**src/rtl/arith_pkg.sv**
```systemverilog
// Shared definitions for the digit-serial adder: FSM encoding and sizing helpers.
`default_nettype none

package arith_pkg;

  typedef enum logic [1:0] {
    IDLE = 2'd0,
    RUN  = 2'd1,
    DONE = 2'd2
  } state_t;

  // Counter needs at least one bit even when the operand is a single digit.
  function automatic int cnt_width(input int n);
    if (n <= 1) return 1;
    return $clog2(n);
  endfunction

  function automatic bit split_ok(input int width, input int digit);
    return (digit >= 1) && (digit <= width) && ((width % digit) == 0);
  endfunction

endpackage

`default_nettype wire

```
**src/rtl/digit_serial_adder_if.sv**
```systemverilog
// Start/done handshake and operand/result bundle for the digit-serial adder.
`default_nettype none

interface digit_serial_adder_if #(
  parameter int WIDTH = 32
);

  logic             start;
  logic             sub;
  logic [WIDTH-1:0] a;
  logic [WIDTH-1:0] b;
  logic             cin;
  logic             busy;
  logic             done;
  logic [WIDTH-1:0] s;
  logic             cout;
  logic             ovf;

  modport master (
    output start, sub, a, b, cin,
    input  busy, done, s, cout, ovf
  );

  modport slave (
    input  start, sub, a, b, cin,
    output busy, done, s, cout, ovf
  );

endinterface

`default_nettype wire

```
**src/rtl/full_adder.sv**
```systemverilog
// One-bit full adder, the cell of the digit ripple chain.
`default_nettype none

module full_adder (
  input  logic a,
  input  logic b,
  input  logic cin,
  output logic sum,
  output logic cout
);

  assign sum  = a ^ b ^ cin;
  assign cout = (a & b) | (cin & (a ^ b));

endmodule

`default_nettype wire

```
**src/rtl/rca_n.sv**
```systemverilog
// DIGIT-bit combinational ripple-carry adder; also exposes the carry into its MSB.
`default_nettype none

module rca_n #(
  parameter int DIGIT = 8
) (
  input  logic [DIGIT-1:0] a,
  input  logic [DIGIT-1:0] b,
  input  logic             cin,
  output logic [DIGIT-1:0] sum,
  output logic             cout,
  output logic             c_msb
);

  // Each stage owns its carry nets so the chain is not one self-referencing vector.
  for (genvar i = 0; i < DIGIT; i++) begin : g_bit
    logic ci;
    logic co;
    if (i == 0) begin : g_first
      assign ci = cin;
    end else begin : g_chain
      assign ci = g_bit[i-1].co;
    end
    full_adder u_fa (
      .a    (a[i]),
      .b    (b[i]),
      .cin  (ci),
      .sum  (sum[i]),
      .cout (co)
    );
  end

  assign cout  = g_bit[DIGIT-1].co;
  assign c_msb = g_bit[DIGIT-1].ci;

endmodule

`default_nettype wire

```
**src/rtl/digit_serial_adder.sv**
```systemverilog
// Multi-cycle WIDTH-bit adder/subtractor, DIGIT bits per clock through a registered carry.
// Subtraction is built only when SUBTRACT_EN is defined; otherwise sub is ignored.
`default_nettype none

module digit_serial_adder
  import arith_pkg::*;
#(
  parameter int WIDTH = 32,
  parameter int DIGIT = 8
) (
  input  logic               clk,
  input  logic               rst_n,
  digit_serial_adder_if.slave bus
);

  localparam int N  = WIDTH / DIGIT;
  localparam int CW = cnt_width(N);

  if (!split_ok(WIDTH, DIGIT)) begin : g_bad_split
    $error("digit_serial_adder: WIDTH must be a positive multiple of DIGIT");
  end

  state_t           state;
  state_t           state_next;
  logic             load;
  logic             step;
  logic             last;

  logic [WIDTH-1:0] a_reg;
  logic [WIDTH-1:0] b_reg;
  logic             carry_reg;
  logic [CW-1:0]    cnt_reg;
  logic [WIDTH-1:0] s_reg;
  logic             cout_reg;
  logic             ovf_reg;

  logic [WIDTH-1:0] b_load;
  logic             carry_load;
  logic [DIGIT-1:0] dig_sum;
  logic             dig_cout;
  logic             dig_cmsb;

`ifdef SUBTRACT_EN
  assign b_load     = bus.sub ? ~bus.b : bus.b;
  assign carry_load = bus.sub ? 1'b1   : bus.cin;
`else
  logic unused_sub;
  assign unused_sub = bus.sub;
  assign b_load     = bus.b;
  assign carry_load = bus.cin;
`endif

  assign last = (cnt_reg == CW'(N - 1));

  always_ff @(posedge clk or negedge rst_n) begin
    if (!rst_n) state <= IDLE;
    else        state <= state_next;
  end

  always_comb begin
    state_next = state;
    load       = 1'b0;
    step       = 1'b0;
    case (state)
      IDLE: begin
        if (bus.start) begin
          load       = 1'b1;
          state_next = RUN;
        end
      end
      RUN: begin
        step = 1'b1;
        if (last) state_next = DONE;
      end
      DONE: begin
        if (bus.start) begin
          load       = 1'b1;
          state_next = RUN;
        end else begin
          state_next = IDLE;
        end
      end
      default: state_next = IDLE;
    endcase
  end

  // Operands shift down so the active digit always sits in the low bits.
  rca_n #(.DIGIT(DIGIT)) u_rca (
    .a     (a_reg[DIGIT-1:0]),
    .b     (b_reg[DIGIT-1:0]),
    .cin   (carry_reg),
    .sum   (dig_sum),
    .cout  (dig_cout),
    .c_msb (dig_cmsb)
  );

  always_ff @(posedge clk or negedge rst_n) begin
    if (!rst_n) begin
      a_reg     <= '0;
      b_reg     <= '0;
      carry_reg <= 1'b0;
      cnt_reg   <= '0;
      s_reg     <= '0;
      cout_reg  <= 1'b0;
      ovf_reg   <= 1'b0;
    end else if (load) begin
      a_reg     <= bus.a;
      b_reg     <= b_load;
      carry_reg <= carry_load;
      cnt_reg   <= '0;
    end else if (step) begin
      a_reg     <= a_reg >> DIGIT;
      b_reg     <= b_reg >> DIGIT;
      carry_reg <= dig_cout;
      cnt_reg   <= cnt_reg + CW'(1);
      for (int i = 0; i < N; i++) begin
        if (cnt_reg == CW'(i)) s_reg[i*DIGIT +: DIGIT] <= dig_sum;
      end
      if (last) begin
        cout_reg <= dig_cout;
        ovf_reg  <= dig_cmsb ^ dig_cout;
      end
    end
  end

  assign bus.busy = (state == RUN);
  assign bus.done = (state == DONE);
  assign bus.s    = s_reg;
  assign bus.cout = cout_reg;
  assign bus.ovf  = ovf_reg;

endmodule

`default_nettype wire
```
**src/flat_wrapper.sv**
```systemverilog
// flat-port wrapper written by rule: the top's interface ports become plain ports
module digit_serial_adder_flat import arith_pkg::*;
#(
  parameter int WIDTH = 32,
  parameter int DIGIT = 8
)
  (clk, rst_n, bus_start, bus_sub, bus_a, bus_b, bus_cin, bus_busy, bus_done, bus_s, bus_cout, bus_ovf);
  digit_serial_adder_if #(.WIDTH(WIDTH)) bus_i ();
  input  logic clk;
  input  logic rst_n;
  input wire logic [$bits(bus_i.start)-1:0] bus_start;
  input wire logic [$bits(bus_i.sub)-1:0] bus_sub;
  input wire logic [$bits(bus_i.a)-1:0] bus_a;
  input wire logic [$bits(bus_i.b)-1:0] bus_b;
  input wire logic [$bits(bus_i.cin)-1:0] bus_cin;
  output wire logic [$bits(bus_i.busy)-1:0] bus_busy;
  output wire logic [$bits(bus_i.done)-1:0] bus_done;
  output wire logic [$bits(bus_i.s)-1:0] bus_s;
  output wire logic [$bits(bus_i.cout)-1:0] bus_cout;
  output wire logic [$bits(bus_i.ovf)-1:0] bus_ovf;
  assign bus_i.start = bus_start;
  assign bus_i.sub = bus_sub;
  assign bus_i.a = bus_a;
  assign bus_i.b = bus_b;
  assign bus_i.cin = bus_cin;
  assign bus_busy = bus_i.busy;
  assign bus_done = bus_i.done;
  assign bus_s = bus_i.s;
  assign bus_cout = bus_i.cout;
  assign bus_ovf = bus_i.ovf;
  digit_serial_adder #(.WIDTH(WIDTH), .DIGIT(DIGIT)) u_core (.clk(clk), .rst_n(rst_n), .bus(bus_i));
endmodule
```
**config.mk**
```make
export PLATFORM = sky130hd
export DESIGN_NAME = digit_serial_adder_flat
export DESIGN_NICKNAME = d
export VERILOG_FILES = /design/src/rtl/arith_pkg.sv /design/src/rtl/digit_serial_adder_if.sv /design/src/rtl/full_adder.sv /design/src/rtl/rca_n.sv /design/src/rtl/digit_serial_adder.sv /design/src/flat_wrapper.sv
export SDC_FILE = /design/constraint.sdc
export NUM_CORES = 1
export LEC_CHECK = 0
export CORE_UTILIZATION = 55
export CTS_BUF_LIST = sky130_fd_sc_hd__clkbuf_16
export DETAILED_ROUTE_END_ITERATION = 16
export PLACE_DENSITY = 0.85
export SLEW_MARGIN = 5
export SYNTH_ARGS = -nofsm -noshare
export SYNTH_HDL_FRONTEND = slang
export SYNTH_SLANG_ARGS = --single-unit
export TNS_END_PERCENT = 5
```
**constraint.sdc**
```tcl
create_clock -name clk -period 9.2 [get_ports clk]
set_input_delay 1.84 -clock clk [delete_from_list [all_inputs] [get_ports clk]]
set_output_delay 1.84 -clock clk [all_outputs]
set_load 0.05 [all_outputs]
```
After elaboration in Yosys (flattened, before gate mapping)
Cells that the tools add are included.
{"block": "word_totals", "output_inout_bits": 36, "register_bits": 103}
{"block": "op_classes", "n_eq_ne": 7, "n_reduce_logical": 9, "addsub": 1, "muxes": 15, "bitwise": 42}
{"op": "32-bit two-way mux", "n": 4}
{"op": "1-bit bitwise XOR", "n": 17}
{"op": "1-bit AND", "n": 16}
{"op": "3-bit AND reduction", "n": 4}
{"op": "2-bit two-way mux", "n": 4}
{"op": "1-bit OR", "n": 8}
{"op": "2-bit equality test (second input constant)", "n": 3}
{"op": "1-bit two-way mux", "n": 6}
{"op": "2-bit case mux with 3 select lines", "n": 1}
{"op": "2-bit by 1-bit equality test with 1-bit output (second input constant)", "n": 2}
{"op": "2-bit zero test", "n": 2}
{"op": "2-bit by 1-bit adder with 2-bit output (second input constant)", "n": 1}
{"op": "2-bit by 1-bit != test with 1-bit output (second input constant)", "n": 1}
{"op": "2-bit != test (second input constant)", "n": 1}
{"op": "2-bit AND reduction", "n": 1}
{"op": "2-bit nonzero test", "n": 1}
{"op": "2-bit OR reduction", "n": 1}
{"op": "1-bit NOT", "n": 1}

Longest topological paths before layout
Gate-level depths: netlist of the first run.
{"block": "depth", "depth_word": 19, "mapped_depth": 14, "ltp_nobuf": 14}

Cells and area by module
From an unflattened synthesis of the first run, not the netlist that was laid out.
{"block": "unflattened", "hier_cells": 373, "area_unflattened_um2": 5298.8}
{"mod": "digit_serial_adder", "n_inst": 1, "cells_each": 365, "area_each_um2": 5138.7}
{"mod": "full_adder", "n_inst": 8, "cells_each": 1, "area_each_um2": 20.0}

Least setup slack after synthesis of the first run
Ideal clock, no wire load.
{"block": "synth_path", "path_kind": "reg2reg", "startpoint": "register u_core.b_reg[0]", "endpoint": "register u_core.s_reg[15], in the netlist u_core.bus.s[15]", "arrival_time_ns": 3.984, "stages_incl_launch_ff": 13, "setup_ns": 0.084, "n_path_buf": 0, "setup_slack_ns": 5.132, "cell_sequence": "dfrtp_1 fa_1 fa_1 fa_1 fa_1 fa_1 inv_1 fa_1 inv_1 fa_1 inv_1 fa_1 o21ai_0"}
{"block": "synth_via", "elab_chain_cells": 16, "elab_cells_between_ends": 17}
{"item": "start, declared", "line_no": "digit_serial_adder.sv:30", "text": "logic [WIDTH-1:0] b_reg;"}
{"item": "start signal, assigned", "line_no": "digit_serial_adder.sv:108", "text": "b_reg <= b_load;"}
{"item": "start signal, assigned", "line_no": "digit_serial_adder.sv:113", "text": "b_reg <= b_reg >> DIGIT;"}
{"item": "1-bit bitwise XOR", "line_no": "full_adder.sv:13", "text": "assign cout = (a & b) | (cin & (a ^ b));"}
{"item": "1-bit AND", "line_no": "full_adder.sv:13"}
{"item": "1-bit OR *", "line_no": "full_adder.sv:13"}
{"item": "1-bit AND *", "line_no": "full_adder.sv:13"}
{"item": "1-bit OR *", "line_no": "full_adder.sv:13"}
{"item": "1-bit AND *", "line_no": "full_adder.sv:13"}
{"item": "1-bit OR *", "line_no": "full_adder.sv:13"}
{"item": "1-bit AND *", "line_no": "full_adder.sv:13"}
{"item": "1-bit OR *", "line_no": "full_adder.sv:13"}
{"item": "1-bit AND *", "line_no": "full_adder.sv:13"}
{"item": "1-bit OR *", "line_no": "full_adder.sv:13"}
{"item": "1-bit AND *", "line_no": "full_adder.sv:13"}
{"item": "1-bit OR *", "line_no": "full_adder.sv:13"}
{"item": "1-bit AND *", "line_no": "full_adder.sv:13"}
{"item": "1-bit OR *", "line_no": "full_adder.sv:13"}
{"item": "1-bit bitwise XOR *", "line_no": "full_adder.sv:12", "text": "assign sum = a ^ b ^ cin;"}
{"item": "end signal, assigned by index", "line_no": "digit_serial_adder.sv:117", "text": "if (cnt_reg == CW'(i)) s_reg[i*DIGIT +: DIGIT] <= dig_sum;"}
{"item": "end, declared", "line_no": "digit_serial_adder.sv:33", "text": "logic [WIDTH-1:0] s_reg;"}
Mark *: on every way between the ends. The rest lies on a longest branch, timed or not.
A chain may end at the register's enable or synchronous reset.

Worst setup path in the final report of the first run
{"block": "layout_path", "startpoint": "register u_core.b_reg[0]", "endpoint": "register u_core.s_reg[23], in the netlist u_core.bus.s[23]"}
The elaborated chain is that of the path after synthesis.

==> out/qor.yml, run 1 <==
run_status:
  outcome: "finished, final reports clean"
cells_and_area:
  final_cell_mix: "clkdlybuf4s50_1, dfrtp_1, mux2i_1"
  antenna_cells: 0
  syn_to_final_growth_pct: 26.7
  fill_cells: 613
  layout.nets: 605
  fin_area_mm2: 0.00632
  fin_util: 0.722
  drive_above_1_share: 0.106
cts:
  clock_latency_ns: 0.34
  ctsRootBufferMaster: "clkbuf_16"
  cts_sinks: 103
  cts_buffer_depth: 2
  cts_tree: "yes"
  cts_hold_buf: 0
  postCtsSetupRepairBufs: 0
  htree_levels: 3
  cts_buffers: 9
  post_cts_resized: 0
  path_clk_slew_ns: 0.07
floorplanning:
  die_w_um: 97.3
  start_util: 0.570
  die_area_mm2: 0.00946
  io_pins: 105
  fp.dieH_um: 97.3
  row_count: 34
  fp.coreArea_mm2: 0.00876
detailed_routing:
  drtIter0Drc: 195
  ant_nets: 0
  dr_total_vias: 3640
  vias_per_cell: 5.71
  drc: 0
  wl_mm: 10.8
  wl_per_cell_um: 17.0
  first_pass_iters: 4
critical_path:
  cp_data_required_time_ns: 9.46
  cpPeakStageDelay_ns: 0.47
  rr_startpoint: "u_core.b_reg[0]"
  critPathKind: "reg -> reg"
  ff2ff_setup_slack_ns: 4.93
  cp_slowest_cell: "fa_1"
  cp_max_fo: 4
  crit_chain: "fa_1 -> fa_1 -> fa_1 -> fa_1 -> fa_1 -> inv_1 -> fa_1 -> inv_1 -> fa_1 -> inv_1 -> fa_1 -> o21ai_0"
  endpoint_kind: "flip-flop"
  r2r_cells: 12
  start_kind: "flip-flop"
  cp_common_cell: "fa_1"
  cp.arrival_ns: 4.53
  rr_endpoint: "u_core.bus.s[23]"
logic_synthesis:
  synth_xor_area_frac: 0.00351
  async_flop_share: 1.00
  syn_nets: 519
  synth_area_mm2: 0.00499
  seq_area_frac_synth: 0.516
  synth_compound_area_frac: 0.139
  synth_top_family_by_area: "multiplexers"
  synth_mux_area_frac: 0.143
  avgSynthCellArea_um2: 11.4
  synth_cells: 438
  synthSimpleGateAreaFrac: 0.105
  yosys.area_share.adder: 0.0421
  synthFlopType: "dfrtp_1"
  ys_seq_elements: 103
  synth_edf_count: 0
  ys_types: 31
  ys_warn_count: 0
timing:
  worst_pin_slew_ns: 0.880
  min_period_over_period: 0.465
  finalHoldViolations: 0
  max-slew-margin-rel: 0.414
  finalSetupTns_ns: 0
  clock.fmax_mhz: 234
  period_minus_slack_ns: 4.27
  hold_ws_ns: 0.487
  rsz0062_at_grt: "no"
  slew_violations: 0
  final-setup-viol-count: 0
  skew_ns: 0.00846
pwr:
  power_leakage_nw: 2.62
  peakVddDrop_mv: 0.151
  powerDensity_mw_per_mm2: 404
global_routing:
  first_global_vias: 3706
  grt.total_usage: 0.241
  antenna_found_initial: 0
  grt_pass1_wl_mm: 18.1
  grt-ovfl-total: 0
  grt_start_max_net_pins: 89
job:
  cap_violations: 0
placement:
  port_buffers: 103
  gp_congestion: 0.770
  dpl-instance-area_mm2: 0.00597
  dp_hpwl_mm: 7.23
worst_hold_path:
  holdCritStartpoint: "u_core.bus.s[13]"
  hold_end: "u_core.bus.s[13]"
  hold_class: "reg -> reg"
  min_path_cells: 2
-- layout make-up --
class	count	area, µm²	area share
Clock inverter	7	125	0.0198
Sequential cell	103	2580	0.408
Clock buffer	9	225	0.0356
Timing Repair Buffer	107	1050	0.167
Tap cell	108	135	0.0214
Inverter	11	43.8	0.00692
Multi-Input combinational cell	292	2160	0.342
-- worst max path at each step --
stage | startpoint | end | cells past startpoint
finish | u_core.b_reg[0] | u_core.bus.s[23] | 12
global route | u_core.b_reg[0] | u_core.bus.s[15] | 12
CTS | u_core.b_reg[0] | u_core.bus.s[23] | 12
detailed placement | u_core.b_reg[0] | u_core.bus.s[23] | 12
global placement | u_core.b_reg[0] | u_core.bus.s[15] | 12
floorplan | u_core.b_reg[0] | u_core.bus.s[15] | 12
-- layer usage --
layer / wire [µm] / up-vias / global-route usage
met5: 0 / - / 0
met3: 444 / 17 / 0.0338
li1: - / 1742 / -
met1: 4820 / 1776 / 0.320
met2: 5360 / 105 / 0.406
met4: 223 / 0 / 0.0871
-- metrics by stage --
| step | power (W) | cells | setup WS [ns] |
|---|---|---|---|
| global placement | 0.00205 | 621 | 4.99 |
| global route | 0.00272 | 637 | 4.70 |
| finish | 0.00256 | 637 | 4.93 |
| CTS | 0.00257 | 637 | 4.90 |
| detailed placement | 0.00211 | 621 | 4.92 |
| floorplan | 0.00176 | 438 | 5.13 |
-- power breakdown --
group	internal (W)	total, W	switching [W]
Clock	0.000269	0.000443	0.000173
Sequential	0.000674	0.000831	0.000157
Combinational	0.000524	0.00128	0.000758
Total	0.00147	0.00256	0.00109
-- logic make-up after synthesis --
| logic type | after synthesis |
|---|---|
| XOR/XNOR | 2 |
| adder cells (fa/ha/maj) | 12 |
| multiplexers | 68 |
| AND/OR/NAND/NOR | 98 |
| buffers and inverters | 43 |
| AO/OA/AOI/OAI | 112 |
| flip-flops | 103 |
-- cell usage after synthesis, types with 6 or more instances --
cell type	number	area, µm²
buf_4	7	52.6
o22ai_1	11	68.8
inv_1	10	37.5
buf_6	6	67.6
a211oi_1	33	248
mux2_2	25	282
nor2b_1	34	213
a22o_1	7	61.3
dfrtp_1	103	2580
o21ai_0	15	75.1
nor3_1	11	55.1
nor2_1	13	48.8
nand2_1	26	97.6
fa_1	8	160
a21oi_1	34	170
buf_2	15	75.1
o21ai_1	7	35.0
mux2i_1	43	430
-- worst max-delay path, delay by kind of cell, from the launching register on --
family,cells,cell delay (ns)
flops,1,0.42
fa+ha+maj,8,3.32
compound gates,1,0.20
buf+inv,3,0.24
Note: power is estimated with default switching activity, not from simulation.
==> run 2, diff against run 1 <==
--- a/config.mk
+++ b/config.mk
@@ -5,10 +5,10 @@
 export SDC_FILE = /design/constraint.sdc
 export NUM_CORES = 1
 export LEC_CHECK = 0
-export CORE_UTILIZATION = 55
+export CORE_UTILIZATION = 46
 export CTS_BUF_LIST = sky130_fd_sc_hd__clkbuf_16
 export DETAILED_ROUTE_END_ITERATION = 16
-export PLACE_DENSITY = 0.85
+export PLACE_DENSITY = 0.76
 export SLEW_MARGIN = 5
 export SYNTH_ARGS = -nofsm -noshare
 export SYNTH_HDL_FRONTEND = slang
==> constraint.sdc (replaced) <==
create_clock -name clk -period 3.8 [get_ports clk]
set_input_delay 0.76 -clock clk [delete_from_list [all_inputs] [get_ports clk]]
set_output_delay 0.76 -clock clk [all_outputs]
set_load 0.05 [all_outputs]
==> out/qor.yml, run 2 (same netlist as run 1, synthesis figures left out) <==
run_status:
  outcome: "finished, final reports clean"
cts:
  cts_tree: "yes"
  cts_buffer_depth: 2
  cts_sinks: 103
  path_clk_slew_ns: 0.07
  htree_levels: 3
  ctsRootBufferMaster: "clkbuf_16"
  cts_buffers: 9
  clock_latency_ns: 0.34
pwr:
  swShare: 0.428
  p_comb_frac: 0.526
  clock_power_share: 0.150
  p_int_w: 0.00355
  peakVddDrop_mv: 0.587
  p_switching_w: 0.00266
  power_leakage_nw: 2.63
  powerDensity_mw_per_mm2: 968
  pwr-share-seq: 0.324
job:
  cap_violations: 0
detailed_routing:
  wl_per_cell_um: 16.2
  drc: 0
  dr_total_vias: 3660
  ant_nets: 0
  first_pass_iters: 5
  wl_mm: 10.9
  drtIter0Drc: 212
  vias_per_cell: 5.42
timing:
  min_period_over_period: 0.972
  clock.fmax_mhz: 271
  worst_pin_slew_ns: 0.894
  slew_violations: 0
  max-slew-margin-rel: 0.404
  rsz0062_at_grt: "yes"
  final-setup-viol-count: 0
  skew_ns: 0.0108
  period_minus_slack_ns: 3.69
  hold_ws_ns: 0.489
  finalHoldViolations: 0
cells_and_area:
  antenna_cells: 0
  layout.nets: 615
  instances_no_fill: 675
  fill_cells: 871
  syn_to_final_growth_pct: 28.4
  drive_above_1_share: 0.145
  final_cell_mix: "clkdlybuf4s50_1, dfrtp_1, mux2i_1"
  fin_area_mm2: 0.00641
placement:
  port_buffers: 103
  dp_hpwl_mm: 7.56
  post-place-cells: 656
  gp_congestion: 0.773
  dpl-instance-area_mm2: 0.00607
global_routing:
  first_global_vias: 3666
  grt_pass1_wl_mm: 18.3
  antenna_found_initial: 0
  grt.total_usage: 0.205
  grt_start_max_net_pins: 88
  grt-ovfl-total: 0
floorplanning:
  io_pins: 105
  die_area_mm2: 0.0113
  start_util: 0.479
  die_w_um: 106
  row_count: 37
  fp.dieH_um: 106
  fp.coreArea_mm2: 0.0104
critical_path:
  critPathKind: "reg -> reg"
  rr_endpoint: "u_core.bus.s[23]"
  r2r_cells: 12
  cp_common_cell: "fa_2"
  path_depth: 12
  cp_max_fo: 4
  cpPeakStageDelay_ns: 0.47
  crit_start: "u_core.b_reg[0]"
  cp.arrival_ns: 3.96
  ff2ff_setup_slack_ns: 0.11
  critPathBufInv: 3
  cp_slowest_cell: "fa_2"
  critical-path-top-delay-family: "adder cells"
  crit_chain: "fa_2 -> fa_2 -> fa_2 -> fa_2 -> fa_2 -> inv_2 -> fa_2 -> inv_2 -> fa_2 -> inv_2 -> fa_2 -> o21ai_1"
  endpoint_kind: "flip-flop"
  endpoint: "u_core.bus.s[23]"
  start_kind: "flip-flop"
  cp_data_required_time_ns: 4.06
  rr_startpoint: "u_core.b_reg[0]"
worst_hold_path:
  hold_class: "reg -> reg"
-- run 2: cell count changes in the layout (fill, tap and decap cells not counted), moves of 2 or more --
cell and change:
buf_4 +10, bufinv_16 -2, fa_1 -8, fa_2 +8
inv_1 -3, inv_2 +3, o21ai_0 -5, o21ai_1 +4
-- run 2: power groups by stage --
stage | Clock, W | Sequential, W | Combinational, W
floorplan | 0 | 0.00255 | 0.00174
global placement | 0 | 0.00199 | 0.00309
detailed placement | 0 | 0.00202 | 0.00319
CTS | 0.000947 | 0.00201 | 0.00323
global route | 0.000991 | 0.00208 | 0.00355
finish | 0.000931 | 0.00201 | 0.00327
-- run 2: what timing repair did --
action                     CTS  global route
setup endpoints to repair    6             6
hold buffers                 0             0
pin swaps                    7            10
resized for setup            2             6
hold endpoints to repair     0             0
buffers inserted             1             2
-- run 2: routing by layer --
layer,vias up,track usage,part of all wire
met2,105,0.345,0.50
met4,0,0.0516,0.010
li1,1756,-,-
met5,-,0,0
met1,1787,0.277,0.45
met3,12,0.0307,0.043
-- run 2: worst min-delay path by stage --
| stage | startpoint | endpoint | slack [ns] | cells after the start |
|---|---|---|---|---|
| 3_5_place_dp | u_core.bus.s[29] | u_core.bus.s[29] | 0.48 | 2 |
| 6_report | u_core.bus.s[7] | u_core.bus.s[7] | 0.49 | 2 |
| 4_1_cts | u_core.bus.s[29] | u_core.bus.s[29] | 0.50 | 2 |
| 5_1_grt | u_core.bus.s[29] | u_core.bus.s[29] | 0.51 | 2 |
| 2_1_floorplan | rst_n | u_core.a_reg[0] | 0.46 | 0 |
| 3_3_place_gp | u_core.bus.s[21] | u_core.bus.s[21] | 0.47 | 2 |
-- run 2: metrics by stage --
stage	worst slack [ns]	utilization	TNS (ns)	power [W]
finish	0.106	0.615	0	0.00621
global route	-0.0553	0.615	-0.176	0.00662
CTS	0.00446	0.613	0	0.00619
detailed placement	-0.143	0.583	-0.642	0.00522
global placement	-0.0810	0.583	-0.342	0.00509
floorplan	0.00676	-	0	0.00429
-- run 2: tightest hold or removal path: stages, from the launching register on --
cell     delay [ns]
dfrtp_1        0.35
nand2_1        0.06
o21ai_2        0.05
-- run 2: cell type report --
type | instances | area (µm²) | area share
inverters | 11 | 43.8 | 0.00683
well taps | 136 | 170 | 0.0265
repair buffers | 117 | 1130 | 0.176
flip-flops and latches | 103 | 2580 | 0.402
clock inverters | 7 | 77.6 | 0.0121
multi-input cells | 292 | 2190 | 0.341
clock buffers | 9 | 225 | 0.0351
==> run 3, diff against run 2 <==
--- a/config.mk
+++ b/config.mk
@@ -7,6 +7,7 @@
 export LEC_CHECK = 0
 export CORE_UTILIZATION = 46
 export CTS_BUF_LIST = sky130_fd_sc_hd__clkbuf_16
+export CTS_CLUSTER_DIAMETER = 40
 export DETAILED_ROUTE_END_ITERATION = 16
 export PLACE_DENSITY = 0.76
 export SLEW_MARGIN = 5
==> results of run 3 <==
Same layout as run 2: the final DEF is identical, and so are final timing and power.
